<file path="src/rtl/calc_core_if.sv">
// Key-event input and display-value output bundle for the calculator core.
// The keypad decoder / bench drives the master side; calc_core is the slave.
interface calc_core_if #(
    parameter int W = 16
);
    // Key event strobe and code (0-9 digits, A-D operators, E equals, F clear)
    logic         key_valid;
    logic [3:0]   key_code;

    // Value and status toward the display stage
    logic [W-1:0] out;
    logic         busy;
    logic         err;
    logic         done;

    modport master (
        output key_valid,
        output key_code,
        input  out,
        input  busy,
        input  err,
        input  done
    );

    modport slave (
        input  key_valid,
        input  key_code,
        output out,
        output busy,
        output err,
        output done
    );
endinterface

</file>
<file path="src/rtl/calc_core.sv">
// Calculator core: accumulates decimal operands from key events, evaluates
// + - * in one cycle and / with a W-cycle restoring divider, and presents a
// binary value (0..MAX_VAL) for the BCD/7-segment display stage.
module calc_core #(
    parameter int MAX_VAL = 9999,
    parameter int W       = 16
) (
    input  logic       clk,
    input  logic       rst,
    calc_core_if.slave bus
);

    localparam int W1 = W + 1;
    localparam int W2 = 2 * W;
    localparam int CW = (W > 1) ? $clog2(W) : 1;

    localparam logic [3:0] KEY_ADD = 4'hA;
    localparam logic [3:0] KEY_SUB = 4'hB;
    localparam logic [3:0] KEY_MUL = 4'hC;
    localparam logic [3:0] KEY_DIV = 4'hD;
    localparam logic [3:0] KEY_EQ  = 4'hE;
    localparam logic [3:0] KEY_CLR = 4'hF;

    typedef enum logic [2:0] {
        ST_ENT_A,
        ST_OP,
        ST_ENT_B,
        ST_DIV,
        ST_RESULT,
        ST_ERROR
    } state_t;

    typedef enum logic [1:0] {
        OP_ADD,
        OP_SUB,
        OP_MUL,
        OP_DIV
    } op_t;

    // Architectural state
    state_t        state_q, state_d;
    logic [W-1:0]  a_q, a_d;
    logic [W-1:0]  b_q, b_d;
    op_t           op_q, op_d;
    logic [W-1:0]  out_q, out_d;
    logic          busy_q, busy_d;
    logic          err_q, err_d;
    logic          done_q, done_d;

    // Restoring divider working registers: partial remainder, dividend/quotient
    // shift register (dividend bits leave at the top, quotient bits enter at
    // the bottom) and iteration counter
    logic [W-1:0]  rem_q, rem_d;
    logic [W-1:0]  quo_q, quo_d;
    logic [CW-1:0] cnt_q, cnt_d;

    // Key decode
    logic          is_digit;
    logic          is_op;
    logic          is_eq;
    logic          is_clr;
    op_t           key_op;
    logic [W-1:0]  key_val;

    // Operand entry: value after appending the pressed digit, and whether it still fits
    logic [W2-1:0] digit_wide;
    logic [W2-1:0] a_app;
    logic [W2-1:0] b_app;
    logic          a_fits;
    logic          b_fits;

    // Single-cycle evaluation
    logic [W1-1:0] sum;
    logic [W-1:0]  diff;
    logic [W2-1:0] prod;
    logic          div_zero;
    logic          eval_err;
    logic [W-1:0]  eval_res;

    // One restoring-division step
    logic [W1-1:0] trial;
    logic [W-1:0]  trial_sub;
    logic          trial_fits;
    logic [W-1:0]  rem_step;
    logic [W-1:0]  quo_step;

    // Classify the incoming key code and map operator keys to an op
    always_comb begin
        is_digit = (bus.key_code <= 4'd9);
        is_op    = (bus.key_code >= KEY_ADD) && (bus.key_code <= KEY_DIV);
        is_eq    = (bus.key_code == KEY_EQ);
        is_clr   = (bus.key_code == KEY_CLR);
        key_val  = W'(bus.key_code);
        case (bus.key_code)
            KEY_SUB: key_op = OP_SUB;
            KEY_MUL: key_op = OP_MUL;
            KEY_DIV: key_op = OP_DIV;
            default: key_op = OP_ADD;
        endcase
    end

    // Decimal digit append; done at double width so acc*10+d can never wrap
    assign digit_wide = W2'(bus.key_code);
    assign a_app      = W2'(a_q) * W2'(10) + digit_wide;
    assign b_app      = W2'(b_q) * W2'(10) + digit_wide;
    assign a_fits     = (a_app <= W2'(MAX_VAL));
    assign b_fits     = (b_app <= W2'(MAX_VAL));

    // Evaluate the pending operation and flag results that cannot be displayed
    always_comb begin
        sum      = {1'b0, a_q} + {1'b0, b_q};
        diff     = a_q - b_q;
        prod     = W2'(a_q) * W2'(b_q);
        div_zero = (b_q == '0);
        eval_err = 1'b0;
        eval_res = '0;
        case (op_q)
            OP_ADD: begin
                eval_err = (sum > W1'(MAX_VAL));
                eval_res = sum[W-1:0];
            end
            OP_SUB: begin
                eval_err = (b_q > a_q);
                eval_res = diff;
            end
            OP_MUL: begin
                eval_err = (prod > W2'(MAX_VAL));
                eval_res = prod[W-1:0];
            end
            default: begin
                eval_err = div_zero;
                eval_res = '0;
            end
        endcase
    end

    // One quotient bit per cycle, MSB first: shift the next dividend bit into
    // the remainder and subtract the divisor whenever it fits
    always_comb begin
        trial      = {rem_q, quo_q[W-1]};
        trial_fits = (trial >= {1'b0, b_q});
        // Modulo-2^W subtraction is exact here because trial - b < b when it fits
        trial_sub  = trial[W-1:0] - b_q;
        rem_step   = trial_fits ? trial_sub : trial[W-1:0];
        quo_step   = {quo_q[W-2:0], trial_fits};
    end

    // Next-state and register-update logic for the key-driven FSM
    always_comb begin
        // NOTE: every target gets a default first so no path leaves it unassigned (no latches).
        state_d = state_q;
        a_d     = a_q;
        b_d     = b_q;
        op_d    = op_q;
        out_d   = out_q;
        busy_d  = busy_q;
        err_d   = err_q;
        done_d  = 1'b0;
        rem_d   = rem_q;
        quo_d   = quo_q;
        cnt_d   = cnt_q;

        // Divider advances every cycle in DIV; keys other than clear are dropped
        if (state_q == ST_DIV) begin
            rem_d = rem_step;
            quo_d = quo_step;
            if (cnt_q == CW'(W - 1)) begin
                state_d = ST_RESULT;
                a_d     = quo_step;
                out_d   = quo_step;
                busy_d  = 1'b0;
                done_d  = 1'b1;
                cnt_d   = '0;
            end else begin
                cnt_d = cnt_q + CW'(1);
            end
        end

        if (bus.key_valid) begin
            if (is_clr) begin
                // Clear wins in every state, including mid-division and ERROR
                state_d = ST_ENT_A;
                a_d     = '0;
                b_d     = '0;
                op_d    = OP_ADD;
                out_d   = '0;
                busy_d  = 1'b0;
                err_d   = 1'b0;
                done_d  = 1'b0;
                rem_d   = '0;
                quo_d   = '0;
                cnt_d   = '0;
            end else begin
                case (state_q)
                    ST_ENT_A: begin
                        if (is_digit) begin
                            if (a_fits) begin
                                a_d   = a_app[W-1:0];
                                out_d = a_app[W-1:0];
                            end
                        end else if (is_op) begin
                            op_d    = key_op;
                            state_d = ST_OP;
                        end
                    end
                    ST_OP: begin
                        if (is_digit) begin
                            b_d     = key_val;
                            out_d   = key_val;
                            state_d = ST_ENT_B;
                        end else if (is_op) begin
                            op_d = key_op;
                        end
                    end
                    ST_ENT_B: begin
                        if (is_digit) begin
                            if (b_fits) begin
                                b_d   = b_app[W-1:0];
                                out_d = b_app[W-1:0];
                            end
                        end else if (is_eq) begin
                            if (eval_err) begin
                                state_d = ST_ERROR;
                                err_d   = 1'b1;
                                out_d   = '0;
                            end else if (op_q == OP_DIV) begin
                                // Dividend loads into the shift register; out holds B until done
                                state_d = ST_DIV;
                                busy_d  = 1'b1;
                                rem_d   = '0;
                                quo_d   = a_q;
                                cnt_d   = '0;
                            end else begin
                                state_d = ST_RESULT;
                                a_d     = eval_res;
                                out_d   = eval_res;
                                done_d  = 1'b1;
                            end
                        end
                    end
                    ST_RESULT: begin
                        if (is_digit) begin
                            // A fresh digit starts a new calculation
                            a_d     = key_val;
                            b_d     = '0;
                            out_d   = key_val;
                            state_d = ST_ENT_A;
                        end else if (is_op) begin
                            // Chain: the result becomes the first operand
                            op_d    = key_op;
                            state_d = ST_OP;
                        end
                    end
                    default: begin
                        // DIV and ERROR ignore everything except clear
                    end
                endcase
            end
        end
    end

    // State register with synchronous active-low reset
    always_ff @(posedge clk) begin
        if (!rst) begin
            // NOTE: divider working registers are reset too, so a reset mid-division leaves no stale partial result.
            state_q <= ST_ENT_A;
            a_q     <= '0;
            b_q     <= '0;
            op_q    <= OP_ADD;
            out_q   <= '0;
            busy_q  <= 1'b0;
            err_q   <= 1'b0;
            done_q  <= 1'b0;
            rem_q   <= '0;
            quo_q   <= '0;
            cnt_q   <= '0;
        end else begin
            // NOTE: non-blocking so every register samples the pre-edge values.
            state_q <= state_d;
            a_q     <= a_d;
            b_q     <= b_d;
            op_q    <= op_d;
            out_q   <= out_d;
            busy_q  <= busy_d;
            err_q   <= err_d;
            done_q  <= done_d;
            rem_q   <= rem_d;
            quo_q   <= quo_d;
            cnt_q   <= cnt_d;
        end
    end

    assign bus.out  = out_q;
    assign bus.busy = busy_q;
    assign bus.err  = err_q;
    assign bus.done = done_q;

endmodule

</file>
<file path="src/flat_wrapper.sv">
// flat-port wrapper written by rule: the top's interface ports become plain ports
module calc_core_flat 
#(
    parameter int MAX_VAL = 9999,
    parameter int W       = 16
)
  (clk, rst, bus_key_valid, bus_key_code, bus_out, bus_busy, bus_err, bus_done);
  calc_core_if #(.W(W)) bus_i ();
  input  logic clk;
  input  logic rst;
  input wire logic [$bits(bus_i.key_valid)-1:0] bus_key_valid;
  input wire logic [$bits(bus_i.key_code)-1:0] bus_key_code;
  output wire logic [$bits(bus_i.out)-1:0] bus_out;
  output wire logic [$bits(bus_i.busy)-1:0] bus_busy;
  output wire logic [$bits(bus_i.err)-1:0] bus_err;
  output wire logic [$bits(bus_i.done)-1:0] bus_done;
  assign bus_i.key_valid = bus_key_valid;
  assign bus_i.key_code = bus_key_code;
  assign bus_out = bus_i.out;
  assign bus_busy = bus_i.busy;
  assign bus_err = bus_i.err;
  assign bus_done = bus_i.done;
  calc_core #(.MAX_VAL(MAX_VAL), .W(W)) u_core (.clk(clk), .rst(rst), .bus(bus_i));
endmodule
</file>
<file path="config.mk">
export PLATFORM = sky130hd
export DESIGN_NAME = calc_core_flat
export DESIGN_NICKNAME = d
export VERILOG_FILES = /design/src/rtl/calc_core_if.sv /design/src/rtl/calc_core.sv /design/src/flat_wrapper.sv
export SDC_FILE = /design/constraint.sdc
export NUM_CORES = 1
export LEC_CHECK = 0
export BUFFER_PORTS_ARGS = -buffer_cell sky130_fd_sc_hd__buf_2
export CAP_MARGIN = 20
export CORE_UTILIZATION = 55
export CTS_BUF_LIST = sky130_fd_sc_hd__clkbuf_16
export CTS_CLUSTER_SIZE = 20
export DETAILED_ROUTE_END_ITERATION = 8
export PLACE_DENSITY = 0.7
export SYNTH_ARGS = -nofsm -noshare
export SYNTH_HDL_FRONTEND = slang
export SYNTH_SLANG_ARGS = --single-unit
</file>
<file path="constraint.sdc">
create_clock -name clk -period 15.9 [get_ports clk]
set_input_delay 1.59 -clock clk [delete_from_list [all_inputs] [get_ports clk]]
set_output_delay 1.59 -clock clk [all_outputs]
set_load 0.01 [all_outputs]
</file>
### Word-level counts from Yosys, hierarchy flattened

Index checks and enable logic that the tools add are counted.
W data, S select, Z words.

* latch bits: 0
* memories kept: 0
* memory bits (writable): 0
* output and inout bits: 19
* logic and storage cells: 162
* flip-flop bits (word level): 92
* memory bits (read-only): 0
* input port bits: 7

* eq/ne operators: 18
* multipliers: 3
* divide/modulo/power cells: 0
* reductions and logical operators: 15
* bitwise logic cells: 0
* muxes and demuxes: 100
* shift operators: 0
* $lt $le $gt $ge: 9
* add/sub/neg operators: 6

Operator list (count)
* $mux W16: 45
* $pmux W16 S3: 4
* $le A32 B14 Y1 const B: 2
* $add A20 B4 Y21: 2
* $mul A16 B3 Y19 const B: 2
* $mux W3: 12
* $mux W4: 9
* $gt A32 B14 Y1 const B: 1
* $mul A16 B16 Y32: 1
* $sub A16 B16 Y16: 2
* $eq A4 B4 Y1 const B: 6
* $mux W1: 23
* $add A16 B16 Y17: 1
* $ge A17 B16 Y1: 1
* $gt A17 B14 Y1 const B: 1
* $gt A16 B16 Y1: 1
* $logic_not A16 Y1: 1
* $ne A3 B1 Y1 const B: 4
* $pmux W3 S4: 1
* $reduce_bool A2 Y1: 5
* $le A4 B4 Y1 const B: 2
* $mux W2: 4
* $eq A3 B2 Y1 const B: 2
* $pmux W2 S3: 1
* 17 further kinds: 18

### Depth between registers and ports, before layout

* word-level depth: 10
* gate-level depth with buffers: 30
* mapped depth without buffers: 27

### Least setup slack after synthesis

OpenSTA, ideal clock, no wires.

* path kind: reg2reg
* start point: reg u_core.b_q[9]
* end point: reg u_core.out_q[0] (netlist: u_core.bus.out[0])
* slack: 7969 ps
* library setup time: 95 ps
* buffers on the path: 3
* arrival: 7836 ps
* period minus slack after synthesis: 7931 ps
* required time: 15805 ps
* cell stages (with the launch flop): 28
* path through: dfxtp_1 clkbuf_1 clkbuf_1 nand2_1 fa_1 inv_1 fa_1 inv_1 fa_1 inv_1 fa_1 fa_1 inv_1 fa_1 inv_1 ha_1 clkbuf_1 nand4_1 or4_1 a31oi_1 a31o_2 mux2_2 a2111o_1 nor4_2 o21bai_1 o31a_1 a211o_1 a221oi_1

* longest elaborated chain between the ends: 10
* elaborated cells between the ends (all ways): 24
* classes of those cells: add/sub (2); mul (2); order compare (5); mux (14); reduce/logical (1)

Ends and longest elaborated chain
* start: declaration: RTL line calc_core.sv:43 `logic [W-1:0] b_q, b_d;`
* start signal: assignment: RTL line calc_core.sv:268 `b_q <= '0;`
* start signal: assignment: RTL line calc_core.sv:281 `b_q <= b_d;`
* branches (longest 9 deep; another with $le A32 B14 Y1)
* $mux W16 *: RTL line calc_core.sv:179 `if (bus.key_valid) begin`
* end signal: assignment: RTL line calc_core.sv:283 `out_q <= out_d;`
* end: declaration: RTL line calc_core.sv:45 `logic [W-1:0] out_q, out_d;`

Every way passes the cells marked *.
A chain may end at the register's enable or synchronous reset.

### Final worst setup path

* start point: reg u_core.b_q[7]
* end point: reg u_core.out_q[9] (netlist: u_core.bus.out[9])

* longest elaborated chain between the ends: 9
* elaborated cells between the ends (all ways): 20
* classes of those cells: add/sub (3); mul (2); order compare (4); mux (10); reduce/logical (1)

Ends and longest elaborated chain
* branches (longest 5 deep; another with $le A32 B14 Y1)
* $mux W16 *: RTL line calc_core.sv:216 `if (is_digit) begin`
* $pmux W16 S3 *: RTL line calc_core.sv:194 `case (state_q)`
* $mux W16 *: RTL line calc_core.sv:180 `if (is_clr) begin`
* $mux W16 *: RTL line calc_core.sv:179

Marked as above.

==> summary.md <==
For the pin with the worst max-slew slack, the measured transition is 1.10 ns. For the met3 demand-to-capacity share in global routing, the log shows 0.0819. The tools report the endpoint kind of the worst setup timing path as a register. In this run the deepest clock path goes through 2 buffers. The run gives 3252 as the layout filler cell count. The run gives 0.36 ns as the clock latency reported for the late side of the worst-skew pair. The sum of overflow across all layers after global routing is 0.

The count of unresolved DRC violations after routing was 0. Across the run, the number of max-cap violations was 0. For the clock sink count, the log shows 92. Leaving out filler cells and counting taps, the final layout contains 2940.

Along the worst path, the maximum fanout reaches 20. The count of port buffers added during placement came out at 25. The run gives 2536 as the gate count after technology mapping. The starting utilization of the core area is 0.563. The achievable frequency was 0.107 GHz. In this run the post-CTS setup repair buffer count came out at 0.

The peak per-stage delay on the critical path is 0.90 ns. The smallest setup slack after layout was 6.54 ns; the share of the synthesized area in the top cell type was 0.205. OpenSTA, run right after detailed placement, puts the worst setup slack at 6.80 ns. Number of placed I/O pins: 26. The fraction of layout cells with a size suffix above 1 came out at 0.0467. The path category of the worst min-delay check is register to register. The number of global-route vias before repair is 18081. Library cell contributing the largest single delay on the critical path: sky130_fd_sc_hd__dfxtp_1.

Setup repair after global routing left no endpoint under its margin. The origin of the critical flop-to-flop path was u_core.b_q[7]. In this run the horizontal extent of the chip is 191 µm. The run gives 92 as the number of distinct library cell variants in the gate-level netlist after synthesis. The post-synthesis sequential element count came out at 92. Standby leakage power: 9.79 nW. Number of nets in the layout: 2903. The tools report the net count after synthesis as 2959. STA classifies the critical path startpoint as a register.

The number of buffers created by CTS was 9. The worst path needs 9.36 ns of the cycle, external delays included. The run gives 0.263 as the tightest slew margin relative to the limit. The global-route usage over all layers came out at 0.377.

The logs give 0.523 for the met1 usage and 0.0941 for the sequential element share of the synthesized area. The biggest area contributor in the post-synthesis netlist is sky130_fd_sc_hd__fa_1. The arrival time of data at the critical path endpoint was 9.65 ns; the hold-fix buffer count after cts was 0. The startpoint identified for the worst hold timing path is u_core.rem_q[15].

The mapped netlist covers 19600 µm². Final cycle utilization of the critical path: 0.589. The number of antenna diodes in the final layout is 0.

The logs give 67700 µm for the routed wire length and 0 for the number of failing hold endpoints at the final stage. Row generation in the floorplan step produced 68 rows. The congestion estimate from routability-driven global placement came to 1.01. The die covers 36400 µm². The average footprint of a synthesized cell works out to 7.72 µm². The wire length of the first global-routing pass was 105000 µm; the total power divided by cell area was 37.2 nW/µm². CTS built an H-tree with a depth of 3. The worst-case IR drop observed on VDD is 43.0 µV. The tools report the count of cells resized by post-cts repair as 0.

The signed area change from the synthesized netlist to the final layout works out to 3.96%. The total area inside the core boundary comes to 34800 µm². The synthesized design contains 0 enable-type register cells. Required time at the worst-slack endpoint: 16.19 ns.

The wire-length estimate of the detail-placed layout is 52400 µm. Entering global routing, the biggest net connects 48 pins. The met2 track demand over resource in global routing is 0.573. After detailed routing, the average wire length per cell comes to 23.0 µm. CTS placed an instance of sky130_fd_sc_hd__clkbuf_16 at the clock tree root.

The count of nets left with antenna violations once routing finished came out at 0. The beginning of the critical path is u_core.b_q[7]. For the final database, setup skew stands at 0.0150 ns.

The critical path start-end classification was register to register. Summed over all failing endpoints, the final setup total negative slack is 0 ns. TritonCTS built the clock tree. Setup violations remaining at the end of the flow were counted as 0. The run finished with clean final reports. Number of detailed-route iterations in the first pass: 5.

The vertical die dimension came out at 191 µm. Clock-pin slew was measured on the worst setup and hold paths at 0.09 ns. The share of synthesized flip-flops with an asynchronous set or reset was 0; the number of warnings reported in the yosys synthesis log was 0.

After global routing, the most crowded layer is met2. In the post-synthesis netlist, the biggest area contributors are sky130_fd_sc_hd__fa_1 (21%), sky130_fd_sc_hd__ha_1 (14%), sky130_fd_sc_hd__dfxtp_1 (9.4%). Among all flip-flop cells after synthesis, the most frequent one is sky130_fd_sc_hd__dfxtp_1. The number of slew-limit violations in the final report is 0. The initial antenna violation count was 0; the placed instance count was 2924.

The number of vias after detailed routing came out at 18922. The tools report the iteration-0 DRC count of the detailed router as 1760. Using the TritonRoute via totals, the vias-per-cell ratio works out to 6.44.
==> through the flow <==
| stage | total power [mW] | cell area [µm²] | utilization | hold slack [ns] |
|---|---|---|---|---|
| 2_1_floorplan | 0.438 | 19600 | - | 0.436 |
| 3_3_place_gp | 0.527 | 20100 | 0.577 | 0.447 |
| 3_5_place_dp | 0.529 | 20100 | 0.577 | 0.459 |
| 4_1_cts | 0.746 | 20400 | 0.585 | 0.471 |
| 5_1_grt | 0.783 | 20400 | 0.585 | 0.492 |
| 6_report | 0.757 | 20400 | 0.585 | 0.472 |
==> flip-flops by register name, summed over array words and instances, names as in the netlist <==
| signal | flops |
|---|---|
| u_core.quo_q | 16 |
| u_core.bus.err | 1 |
| u_core.op_q | 2 |
| u_core.cnt_q | 4 |
| u_core.rem_q | 16 |
| u_core.a_q | 16 |
| u_core.bus.out | 16 |
| u_core.b_q | 16 |
| u_core.bus.done | 1 |
| u_core.state_q | 3 |
| u_core.bus.busy | 1 |
==> cell families after synthesis <==
group	share of synthesized area
simple gates	0.209
compound gates	0.214
xor+xnor	0.0380
flops	0.0941
fa+ha+maj	0.343
mux	0.0181
buf+inv	0.0840
==> path summary, 6_finish.rpt <==
| check | slack (ns) | endpoint | cells past startpoint |
|---|---|---|---|
| worst max register to register | 6.54 | u_core.bus.out[9] | 25 |
| worst max-delay path | 6.54 | u_core.bus.out[9] | 25 |
| worst min register to register | 0.47 | u_core.rem_q[15] | 2 |
| worst min-delay path | 0.47 | u_core.rem_q[15] | 2 |
==> per-layer routing <==
| layer | vias up | part of all wire |
|---|---|---|
| met4 | 0 | 0.038 |
| met3 | 172 | 0.10 |
| met5 | - | 0 |
| li1 | 8573 | - |
| met2 | 1003 | 0.43 |
| met1 | 9174 | 0.43 |
==> worst max-delay path: cells and delay by family, from the launching register on <==
kind / cells / cell delay [ns]
compound gates: 5 / 1.38
flops: 1 / 0.90
fa+ha+maj: 8 / 3.81
buf+inv: 6 / 0.35
mux: 1 / 0.33
simple gates: 5 / 2.49
==> power by group <==
group,total (mW),switching (mW),internal (mW),leakage [nW]
combinational,0.285,0.187,0.0982,8.90
sequential,0.250,0.0130,0.237,0.743
clock,0.222,0.113,0.109,0.138
==> layout by cell type (no fill, tap or decap), types with 10 or more instances in the layout <==
master and n:
sky130_fd_sc_hd__nand3_1 43, sky130_fd_sc_hd__nand2b_1 23, sky130_fd_sc_hd__nand2_1 284, sky130_fd_sc_hd__a21o_1 44
sky130_fd_sc_hd__a221oi_1 16, sky130_fd_sc_hd__a22o_1 10, sky130_fd_sc_hd__inv_1 301, sky130_fd_sc_hd__buf_2 25
sky130_fd_sc_hd__xor2_1 36, sky130_fd_sc_hd__nand4_1 17, sky130_fd_sc_hd__nor2_1 174, sky130_fd_sc_hd__nor4_1 20
sky130_fd_sc_hd__or3_1 13, sky130_fd_sc_hd__mux2i_1 31, sky130_fd_sc_hd__xnor2_1 47, sky130_fd_sc_hd__o22ai_1 12
sky130_fd_sc_hd__a211o_1 10, sky130_fd_sc_hd__ha_1 215, sky130_fd_sc_hd__buf_4 40, sky130_fd_sc_hd__o21ai_0 102
sky130_fd_sc_hd__and2_1 124, sky130_fd_sc_hd__o211ai_1 18, sky130_fd_sc_hd__o21a_1 23, sky130_fd_sc_hd__and3_1 14
sky130_fd_sc_hd__nor3b_1 10, sky130_fd_sc_hd__a211oi_1 47, sky130_fd_sc_hd__a21oi_1 200, sky130_fd_sc_hd__o21bai_1 11
sky130_fd_sc_hd__nor2b_1 40, sky130_fd_sc_hd__a31oi_1 28, sky130_fd_sc_hd__dfxtp_1 92, sky130_fd_sc_hd__nor3_1 39
sky130_fd_sc_hd__fa_1 201
==> cell type report <==
type | count | area [µm²] | share of cell area
sequential | 92 | 1840 | 0.0905
tap | 455 | 569 | 0.0280
clock inverter | 7 | 58.8 | 0.00289
timing repair buffer | 65 | 425 | 0.0209
inverter | 303 | 1140 | 0.0559
clock buffer | 9 | 225 | 0.0111
multi-input combinational | 2009 | 16100 | 0.791
==> synth_stat cells, drive strengths merged (39+ instances only) <==
master  number
clkbuf     122
fa         201
nor2       175
xnor2       48
a21o        44
nand2      284
ha         215
nor3        39
nor2b       40
a21oi      200
a211oi      49
nand3       44
dfxtp       92
o21ai      110
and2       124
inv        302
Note: power is estimated with default switching activity, not from simulation.
